===== config.mk =====
export PLATFORM = sky130hd
export DESIGN_NAME = dcache_ctrl
export DESIGN_NICKNAME = d
export VERILOG_FILES = /design/src/rtl/dcache_pkg.sv /design/src/rtl/dcache_array.sv /design/src/rtl/dcache_ctrl.sv
export SDC_FILE = /design/constraint.sdc
export NUM_CORES = 2
export LEC_CHECK = 0
export CORE_MARGIN = 10
export CORE_UTILIZATION = 50
export DETAILED_ROUTE_END_ITERATION = 10
export GPL_TIMING_DRIVEN = 0
export PLACE_DENSITY = 0.79
export RECOVER_POWER = 50
export SYNTH_ARGS = -nofsm -noshare
export SYNTH_HDL_FRONTEND = slang
export SYNTH_SLANG_ARGS = --single-unit

===== constraint.sdc =====
create_clock -name clk -period 11.5 [get_ports clk]
set_input_delay 2.3 -clock clk [delete_from_list [all_inputs] [get_ports clk]]
set_output_delay 2.3 -clock clk [all_outputs]
set_load 0.02 [all_outputs]

===== src/rtl/dcache_pkg.sv =====
// Shared types and geometry for the direct-mapped data cache controller.
package dcache_pkg;

  typedef enum logic [1:0] {
    IDLE     = 2'd0,
    WB       = 2'd1,
    FILL     = 2'd2,
    COMPLETE = 2'd3
  } state_t;

  localparam int unsigned WORDS_PER_LINE = 4;
  localparam int unsigned OFFSET_W       = 2;
  localparam int unsigned ADDR_W         = 16;
  localparam int unsigned WORD_W         = 16;

  // Byte-address bits left after the byte-select, word offset and index fields.
  function automatic int unsigned tag_width(input int unsigned index_w);
    return ADDR_W - index_w - OFFSET_W - 1;
  endfunction

endpackage


===== src/rtl/dcache_array.sv =====
// Tag/valid/dirty/data storage: one combinational read port, one synchronous write port.
module dcache_array
  import dcache_pkg::*;
#(
  parameter int unsigned INDEX_W = 5,
  parameter int unsigned TAG_W   = 8
) (
  input  logic                clk,
  input  logic                rst,
  input  logic [INDEX_W-1:0]  rd_index,
  input  logic [OFFSET_W-1:0] rd_offset,
  output logic [TAG_W-1:0]    rd_tag,
  output logic                rd_valid,
  output logic                rd_dirty,
  output logic [WORD_W-1:0]   rd_word,
  input  logic [INDEX_W-1:0]  wr_index,
  input  logic [OFFSET_W-1:0] wr_offset,
  input  logic                word_we,
  input  logic [WORD_W-1:0]   wr_word,
  input  logic                dirty_set,
  input  logic                meta_we,
  input  logic [TAG_W-1:0]    meta_tag
);

  localparam int unsigned LINES = 2 ** INDEX_W;

  logic [WORD_W-1:0] data_q [LINES*WORDS_PER_LINE];
  logic [TAG_W-1:0]  tag_q  [LINES];
  logic [LINES-1:0]  valid_q;
  logic [LINES-1:0]  dirty_q;

  assign rd_word  = data_q[{rd_index, rd_offset}];
  assign rd_tag   = tag_q[rd_index];
  assign rd_valid = valid_q[rd_index];
  assign rd_dirty = dirty_q[rd_index];

  always_ff @(posedge clk) begin
    if (word_we) data_q[{wr_index, wr_offset}] <= wr_word;
    if (meta_we) tag_q[wr_index] <= meta_tag;
  end

  // Installing a line always leaves it clean; a later store sets dirty.
  always_ff @(posedge clk) begin
    if (!rst) begin
      valid_q <= '0;
      dirty_q <= '0;
    end else if (meta_we) begin
      valid_q[wr_index] <= 1'b1;
      dirty_q[wr_index] <= 1'b0;
    end else if (dirty_set) begin
      dirty_q[wr_index] <= 1'b1;
    end
  end

endmodule


===== src/rtl/dcache_ctrl.sv =====
// Blocking direct-mapped write-back/write-allocate data cache controller.
// Optional statistics counters enabled by defining DCACHE_STATS_EN.
module dcache_ctrl
  import dcache_pkg::*;
#(
  parameter int unsigned INDEX_W = 5
) (
  input  logic        clk,
  input  logic        rst,
  input  logic [15:0] Addr,
  input  logic [15:0] DataIn,
  input  logic        Rd,
  input  logic        Wr,
  output logic [15:0] DataOut,
  output logic        Done,
  output logic        Stall,
  output logic        CacheHit,
  output logic        Err,
  output logic        mem_req,
  output logic        mem_we,
  output logic [15:0] mem_addr,
  output logic [15:0] mem_wdata,
  input  logic [15:0] mem_rdata,
  input  logic        mem_ack,
  output logic [15:0] req_count,
  output logic [15:0] hit_count
);

  localparam int unsigned TAG_W = tag_width(INDEX_W);

  state_t state_q, state_d;
  logic [OFFSET_W-1:0] k_q, k_d;
  logic [15:1] q_addr;
  logic [15:0] q_data;
  logic        q_rd, q_wr;
  logic        latch;

  logic [OFFSET_W-1:0] a_offset, q_offset;
  logic [INDEX_W-1:0]  a_index, q_index;
  logic [TAG_W-1:0]    a_tag, q_tag;

  assign a_offset = Addr[2:1];
  assign a_index  = Addr[2+INDEX_W:3];
  assign a_tag    = Addr[15:3+INDEX_W];
  assign q_offset = q_addr[2:1];
  assign q_index  = q_addr[2+INDEX_W:3];
  assign q_tag    = q_addr[15:3+INDEX_W];

  logic [INDEX_W-1:0]  rd_index, wr_index;
  logic [OFFSET_W-1:0] rd_offset, wr_offset;
  logic [TAG_W-1:0]    rd_tag, meta_tag;
  logic                rd_valid, rd_dirty;
  logic [WORD_W-1:0]   rd_word, wr_word;
  logic                word_we, dirty_set, meta_we;

  logic is_req, is_err, is_hit;

  assign is_req = Rd | Wr;
  assign is_err = Addr[0] | (Rd & Wr);
  assign is_hit = rd_valid && (rd_tag == a_tag);

  dcache_array #(
    .INDEX_W(INDEX_W),
    .TAG_W  (TAG_W)
  ) u_array (
    .clk      (clk),
    .rst      (rst),
    .rd_index (rd_index),
    .rd_offset(rd_offset),
    .rd_tag   (rd_tag),
    .rd_valid (rd_valid),
    .rd_dirty (rd_dirty),
    .rd_word  (rd_word),
    .wr_index (wr_index),
    .wr_offset(wr_offset),
    .word_we  (word_we),
    .wr_word  (wr_word),
    .dirty_set(dirty_set),
    .meta_we  (meta_we),
    .meta_tag (meta_tag)
  );

  always_ff @(posedge clk) begin
    if (!rst) begin
      state_q <= IDLE;
      k_q     <= '0;
      q_addr  <= '0;
      q_data  <= '0;
      q_rd    <= 1'b0;
      q_wr    <= 1'b0;
    end else begin
      state_q <= state_d;
      k_q     <= k_d;
      if (latch) begin
        q_addr <= Addr[15:1];
        q_data <= DataIn;
        q_rd   <= Rd;
        q_wr   <= Wr;
      end
    end
  end

  // The single read port serves the lookup in IDLE and the latched line otherwise.
  always_comb begin
    state_d   = state_q;
    k_d       = k_q;
    latch     = 1'b0;
    DataOut   = '0;
    Done      = 1'b0;
    Stall     = 1'b0;
    CacheHit  = 1'b0;
    Err       = 1'b0;
    mem_req   = 1'b0;
    mem_we    = 1'b0;
    mem_addr  = '0;
    mem_wdata = '0;
    rd_index  = a_index;
    rd_offset = a_offset;
    wr_index  = q_index;
    wr_offset = k_q;
    wr_word   = mem_rdata;
    word_we   = 1'b0;
    dirty_set = 1'b0;
    meta_we   = 1'b0;
    meta_tag  = q_tag;
    unique case (state_q)
      IDLE: begin
        if (is_req) begin
          if (is_err) begin
            Err  = 1'b1;
            Done = 1'b1;
          end else if (is_hit) begin
            Done     = 1'b1;
            CacheHit = 1'b1;
            if (Rd) DataOut = rd_word;
            if (Wr) begin
              wr_index  = a_index;
              wr_offset = a_offset;
              wr_word   = DataIn;
              word_we   = 1'b1;
              dirty_set = 1'b1;
            end
          end else begin
            Stall   = 1'b1;
            latch   = 1'b1;
            k_d     = '0;
            state_d = (rd_valid && rd_dirty) ? WB : FILL;
          end
        end
      end
      WB: begin
        rd_index  = q_index;
        rd_offset = k_q;
        Stall     = 1'b1;
        mem_req   = 1'b1;
        mem_we    = 1'b1;
        mem_addr  = {rd_tag, q_index, k_q, 1'b0};
        mem_wdata = rd_word;
        if (mem_ack) begin
          k_d = k_q + 2'd1;
          if (k_q == 2'd3) state_d = FILL;
        end
      end
      FILL: begin
        rd_index = q_index;
        Stall    = 1'b1;
        mem_req  = 1'b1;
        mem_addr = {q_tag, q_index, k_q, 1'b0};
        if (mem_ack) begin
          word_we = 1'b1;
          k_d     = k_q + 2'd1;
          if (k_q == 2'd3) begin
            meta_we = 1'b1;
            state_d = COMPLETE;
          end
        end
      end
      COMPLETE: begin
        rd_index  = q_index;
        rd_offset = q_offset;
        Done      = 1'b1;
        if (q_rd) DataOut = rd_word;
        if (q_wr) begin
          wr_offset = q_offset;
          wr_word   = q_data;
          word_we   = 1'b1;
          dirty_set = 1'b1;
        end
        state_d = IDLE;
      end
      default: state_d = IDLE;
    endcase
  end

`ifdef DCACHE_STATS_EN
  logic [15:0] req_q, hit_q;
  logic        count_req, count_hit;

  assign count_req = (state_q == IDLE) && is_req && !is_err;
  assign count_hit = count_req && is_hit;

  always_ff @(posedge clk) begin
    if (!rst) begin
      req_q <= '0;
      hit_q <= '0;
    end else begin
      if (count_req && (req_q != '1)) req_q <= req_q + 16'd1;
      if (count_hit && (hit_q != '1)) hit_q <= hit_q + 16'd1;
    end
  end

  assign req_count = req_q;
  assign hit_count = hit_q;
`else
  assign req_count = '0;
  assign hit_count = '0;
`endif

endmodule


# --- After elaboration in Yosys (flattened, before gate mapping) ---
# Memory sizes are Yosys's and may differ from the RTL's.
# Index checks and enable logic that the tools add are counted.
op_classes:
  addsub: 1
  mul: 0
  div_mod_pow: 0
  magnitude_cmp: 3
  n_eq_ne: 13
  n_shift: 0
  n_mux: 81
  n_bitwise: 7
  n_reduce_logical: 10
ops:
  columns: ["operator", "count"]
  rows:
  - ["$mux 16", 11]
  - ["$pmux 16 s2", 3]
  - ["$mux 32", 2]
  - ["$or 32x32->32", 2]
  - ["$mux 2", 17]
  - ["$and 32x32->32", 1]
  - ["$not 32->32", 1]
  - ["$mux 1", 31]
  - ["$mux 5", 6]
  - ["$ne 2x2->1 const B", 7]
  - ["$lt 5x6->1 const B", 2]
  - ["$pmux 2 s2", 3]
  - ["$bmux 1 s5", 2]
  - ["$eq 8x8->1", 1]
  - ["$pmux 2 s4", 1]
  - ["$reduce_and 7->1", 1]
  - ["$eq 2x2->1 const B", 3]
  - ["$pmux 1 s2", 3]
  - ["$demux 1 s5", 1]
  - ["$ge 5x1->1 const B", 1]
  - ["$reduce_and 5->1", 1]
  - ["$reduce_bool 2->1", 2]
  - ["$logic_and 1x1->1", 3]
  - ["$pmux 1 s3", 1]
  - ["8 further kinds", 9]
word_totals:
  ff_bits: 101
  latch_bits: 0
  ramBits: 2304
  romBits: 0
  inputBits: 53
  output_inout_bits: 86
  word_cells: 125
  mem_count: 2
mem_list:
  columns: ["name", "depth", "width", "rd", "rd_ports_with_merged_regs", "wr", "line_no", "rtl"]
  rows:
  - ["u_array.data_q", 128, 16, 1, 0, 1, "dcache_array.sv:27", "logic [WORD_W-1:0] data_q [LINES*WORDS_PER_LINE];"]
  - ["u_array.tag_q", 32, 8, 1, 0, 1, "dcache_array.sv:28", "logic [TAG_W-1:0] tag_q [LINES];"]

# --- Logic depth before layout (Yosys ltp) ---
depth:
  depth_word: 17
  ltp_mapped: 21
  mapped_depth_nobuf: 14

# --- By module ---
# From an unflattened synthesis, not the netlist that was laid out.
hier_totals:
  hier_cells: 4132
  hier_area_um2: 93918.8
modules_own_cells:
  columns: ["module", "instances", "cells_each", "area_each_um2", "seq_area_each_um2"]
  rows:
  - ["dcache_array", 1, 3686, 90519.3, 70467.6]
  - ["dcache_ctrl", 1, 446, 3399.5, 740.7]

# --- Least setup slack after synthesis ---
# Ideal clock, no wire load.
synth_path:
  path_kind: "in2reg"
  startpoint: "in Addr[3]"
  endpoint: "mem u_array.data_q[0][10], data pin"
  setup_time_ns: 1.197
  arrival_time_ns: 10.550
  t_required_ns: 10.303
  slack_ns: -0.247
  cell_stages: 15
  n_path_buf: 3
  cell_sequence: "mux2i_4 > buf_6 > buf_6 > mux4_2 > a32oi_1 > nand2_1 > a31oi_2 > o221ai_2 > a2111oi_4 > o2111ai_4 > nor2_1 > nand3_1 > buf_2 > mux2i_1 > o21ai_0"
synth_between:
  elab_chain_len: 8
  elab_cells_between_ends: 10
  cone_classes: "1 x eq/ne; 7 x mux; 1 x reduce/logical; 1 x memory"
synth_lines:
  columns: ["element", "line_no", "rtl"]
  rows:
  - ["start: declaration", "dcache_ctrl.sv:10", "input logic [15:0] Addr,"]
  - ["$mux 5 *", "dcache_ctrl.sv:126", "unique case (state_q)"]
  - ["$mem_v2 32x8 / $bmux 1 s5 (equally long branches)", null, null]
  - ["$eq 8x8->1 / $mux 1 (equally long branches)", "dcache_ctrl.sv:60, dcache_array.sv:34", null]
  - ["$logic_and 1x1->1 *", "dcache_ctrl.sv:60", "assign is_hit = rd_valid && (rd_tag == a_tag);"]
  - ["$mux 16 *", "dcache_ctrl.sv:132", "end else if (is_hit) begin"]
  - ["$mux 16 *", "dcache_ctrl.sv:129", "if (is_err) begin"]
  - ["$mux 16 *", "dcache_ctrl.sv:128", "if (is_req) begin"]
  - ["$pmux 16 s2 *", "dcache_ctrl.sv:126", null]
  - ["named net u_array.wr_word[10]", "dcache_array.sv:19", "input logic [WORD_W-1:0] wr_word,"]
  - ["end: declaration", "dcache_array.sv:27", null]
# Mark *: on every way through the listed nets, which the timed path passes. The rest lies on a longest branch. The select of a mux whose other input is x is not followed.

# --- Final worst setup path ---
layout_path:
  startpoint: "in Addr[2]"
  endpoint: "out mem_wdata[2]"
layout_between:
  elab_chain_len: 3
layout_lines:
  columns: ["element", "line_no", "rtl"]
  rows:
  - ["$pmux 2 s2", "dcache_ctrl.sv:126", null]
  - ["$mem_v2 128x16", null, null]
  - ["$mux 16", "dcache_ctrl.sv:126", null]
  - ["end: declaration", "dcache_ctrl.sv:22", "output logic [15:0] mem_wdata,"]
# No other way between the ends.

==> impl_metrics.json <==
{
  "run_status": "finished with violations",
  "violations": "max-capacitance violations, max-slew violations",
  "die_w_um": 467,
  "cp-end-kind": "primary output",
  "finalHoldViolations": 0,
  "wirelength_um": 335000,
  "cp-start-kind": "input port",
  "overflow": 0,
  "relSlewSlack": -1.90,
  "grt_pass1_vias": 70000,
  "dominantRegCellSynth": "edfxtp_1",
  "clk_latency_ps": 920,
  "die_area_um2": 218000,
  "hpwl_um": 236000,
  "min_period_ps": 11500,
  "vias": 73700,
  "ys_top_cells_by_count": "2,304 x edfxtp_1, 2,168 x nand2_1, 1,085 x nand3_1, 491 x clkbuf_1, 386 x a311oi_1",
  "cap_violations": 53,
  "ant_nets": 0,
  "synth_area_leaders": "edfxtp_1 69%, nand2_1 8.2%, nand3_1 5.4%",
  "grt_pass1_wl_um": 473000,
  "synth_edf_count": 2304,
  "crit_slowest_cell": "clkdlybuf4s15_1",
  "core-area_um2": 198000,
  "p_per_area_nw_per_um2": 240,
  "cts_tree": "done",
  "layout_setup_ws_ps": 1.06,
  "drcViolationCount": 0,
  "hold_buffers": 0,
  "cts_setup_buffers": 0,
  "row_count": 163,
  "cp_top_family": "buffers and inverters",
  "synth_top_area_cell": "edfxtp_1",
  "cp_num_buf_inv": 6,
  "final-setup-viol-count": 0,
  "whs_ps": 463,
  "areaGrowthSynthToFinish_pct": 14.1,
  "numCtsBuffers": 227,
  "start_util": 0.504,
  "synthArstFlopShare": 0,
  "reg2reg_setup_slack_ps": 940,
  "nets": 8595,
  "dr.pass1.iters": 10,
  "crit_path_cell_trace": "clkdlybuf4s50_1 > nand2_1 > and2_1 > clkbuf_1 > clkbuf_1 > clkdlybuf4s15_1 > clkbuf_1 > nand3_1 > nand3_1 > a311oi_1 > nor3_1 > o31ai_1 > and2_1 > clkdlybuf4s50_1",
  "period_share": 1.00,
  "die_height_um": 467,
  "portBuffers": 102,
  "cts_max_path_buffers": 3,
  "io_pins": 139,
  "layout-drive-gt1-share": 0.0861,
  "root_buffer": "clkbuf_16",
  "clock_sinks": 2405,
  "syn_avg_cell_area_um2": 12.5,
  "netlist_area_um2": 99800,
  "yosysSeqAreaShare": 0.713,
  "fmax_ghz": 0.0870,
  "tightest_slew_ps": 4310,
  "synth_cells": 8000,
  "vias_per_cell": 6.47,
  "worstHoldPathType": "reg2reg",
  "pre_cts_ws_ps": -1450,
  "leakagePower_nw": 38.1,
  "rsz0062_at_grt": "false",
  "cpPeakStageDelay_ps": 1010,
  "synth.distinct_cells": 93,
  "netlist.area_leader.share": 0.693,
  "path_max_fanout": 10,
  "cts_max_level": 4,
  "clk_pin_slew_ps": 60,
  "required_ps": 9200,
  "grtUsageTotal": 0.296,
  "peakVddDrop_v": 0.000208,
  "synth_seq_cells": 2405,
  "slew_violations": 1075,
  "fill_cells": 15100,
  "grt_max_degree": 35,
  "arrival_ps": 9200,
  "ys_warn_count": 0,
  "drt_iter0_drc": 12700,
  "grt_antenna_before_repair": 21,
  "cp_common_cell": "clkbuf_1",
  "finalClockSkew_ps": 106,
  "fin_setup_tns_ps": 0,
  "yosys.cell_count.top_type": "edfxtp_1",
  "routedWlPerCell_um": 29.4,
  "gp_congestion": 1.05,
  "path_class": "in2out"
}
==> repair_timing <==
action | in CTS | in global routing
pin swaps | 0 | 2
gates resized for setup | 20 | 22
setup endpoints to repair | 32 | 30
==> routing by layer <==
layer	vias up	share of wire	GRT usage
met3	1253	0.15	0.110
met1	35800	0.34	0.368
met2	5893	0.44	0.446
li1	30700	-	-
met4	20	0.069	0.166
met5	-	0.00059	0
==> worst reg2reg max path: stages, from the launching register on <==
cell and delay (ps):
dfxtp_1 460, inv_1 130, ha_1 240, buf_6 170, mux2i_4 610, buf_2 470, buf_4 340, buf_4 420
mux4_2 410, and2_0 180, o21ai_0 420, o211ai_1 310, mux2i_1 320, o2111ai_4 360, nor2_1 390, nand3_1 400
clkbuf_1 450, mux2i_1 210, o21ai_1 2120, clkbuf_1 1470, buf_12 300, buf_16 260
==> cell families after synthesis <==
| family | count (synthesis) | synth area share |
|---|---|---|
| AO/OA/AOI/OAI | 847 | 0.0659 |
| XOR/XNOR | 2 | 0.000176 |
| adder cells (fa/ha/maj) | 8 | 0.00100 |
| buffers and inverters | 670 | 0.0275 |
| flip-flops | 2405 | 0.713 |
| multiplexers | 132 | 0.0177 |
| other | 1 | 0.0000376 |
| AND/OR/NAND/NOR | 3935 | 0.174 |
==> sequential cells by signal, summed over array words and instances, names as in the netlist, named ones only <==
register and flops:
k_q 2, q_addr 15, q_data 16, q_rd 1, q_wr 1, state_q 2, u_array.data_q 2048, u_array.tag_q 256
u_array.valid_q 32
==> power breakdown <==
part / switching (W) / total, W / internal (W)
clock network: 0.00333 / 0.00728 / 0.00395
registers: 0.0000534 / 0.0111 / 0.0110
logic: 0.00700 / 0.00898 / 0.00198
==> per-stage QoR <==
stage	cells	cell area, um2	utilization	total power (W)
final	11400	114000	0.575	0.0273
after global routing	11400	114000	0.575	0.0278
after CTS	11400	115000	0.580	0.0271
after detailed placement	10900	108000	0.544	0.0200
after global placement	10800	104000	0.526	0.0200
after floorplan	8032	99900	-	0.0157
==> placed cells by master (no fill, tap or decap), types with 52 or more instances in the layout <==
cell	instances
nor3_2	54
a21oi_1	69
clkdlybuf4s50_1	94
buf_4	65
o21ai_0	59
nand3_1	1085
edfxtp_1	2304
nor2_2	54
buf_6	57
and3_1	137
nor2b_1	107
clkbuf_1	579
nor3_1	86
clkinv_1	53
clkbuf_16	230
nand2_1	2168
mux2i_1	76
buf_1	56
a311oi_1	365
nor2_1	101
dfxtp_1	101
o22ai_1	52
==> cell type report <==
cell class                 count  area, um2  share of cell area
tap                         2640       3300              0.0290
clock inverter               131       1090             0.00956
inverter                      40        150             0.00132
timing repair buffer         276       2790              0.0245
buffer                       627       2610              0.0229
sequential                  2405      71200               0.626
multi-input combinational   4957      26600               0.234
antenna                       19       47.5            0.000418
clock buffer                 286       6030              0.0529
==> final timing paths <==
| check | from | to | depth (start not counted) |
|---|---|---|---|
| min | u_array.valid_q[9] | u_array.valid_q[9] | 1 |
| min reg2reg | u_array.valid_q[9] | u_array.valid_q[9] | 1 |
| max reg2reg | state_q[0] | u_array.data_q[114][7] | 21 |
| max | Addr[2] | mem_wdata[2] | 14 |
Note: power is estimated with default switching activity, not from simulation.
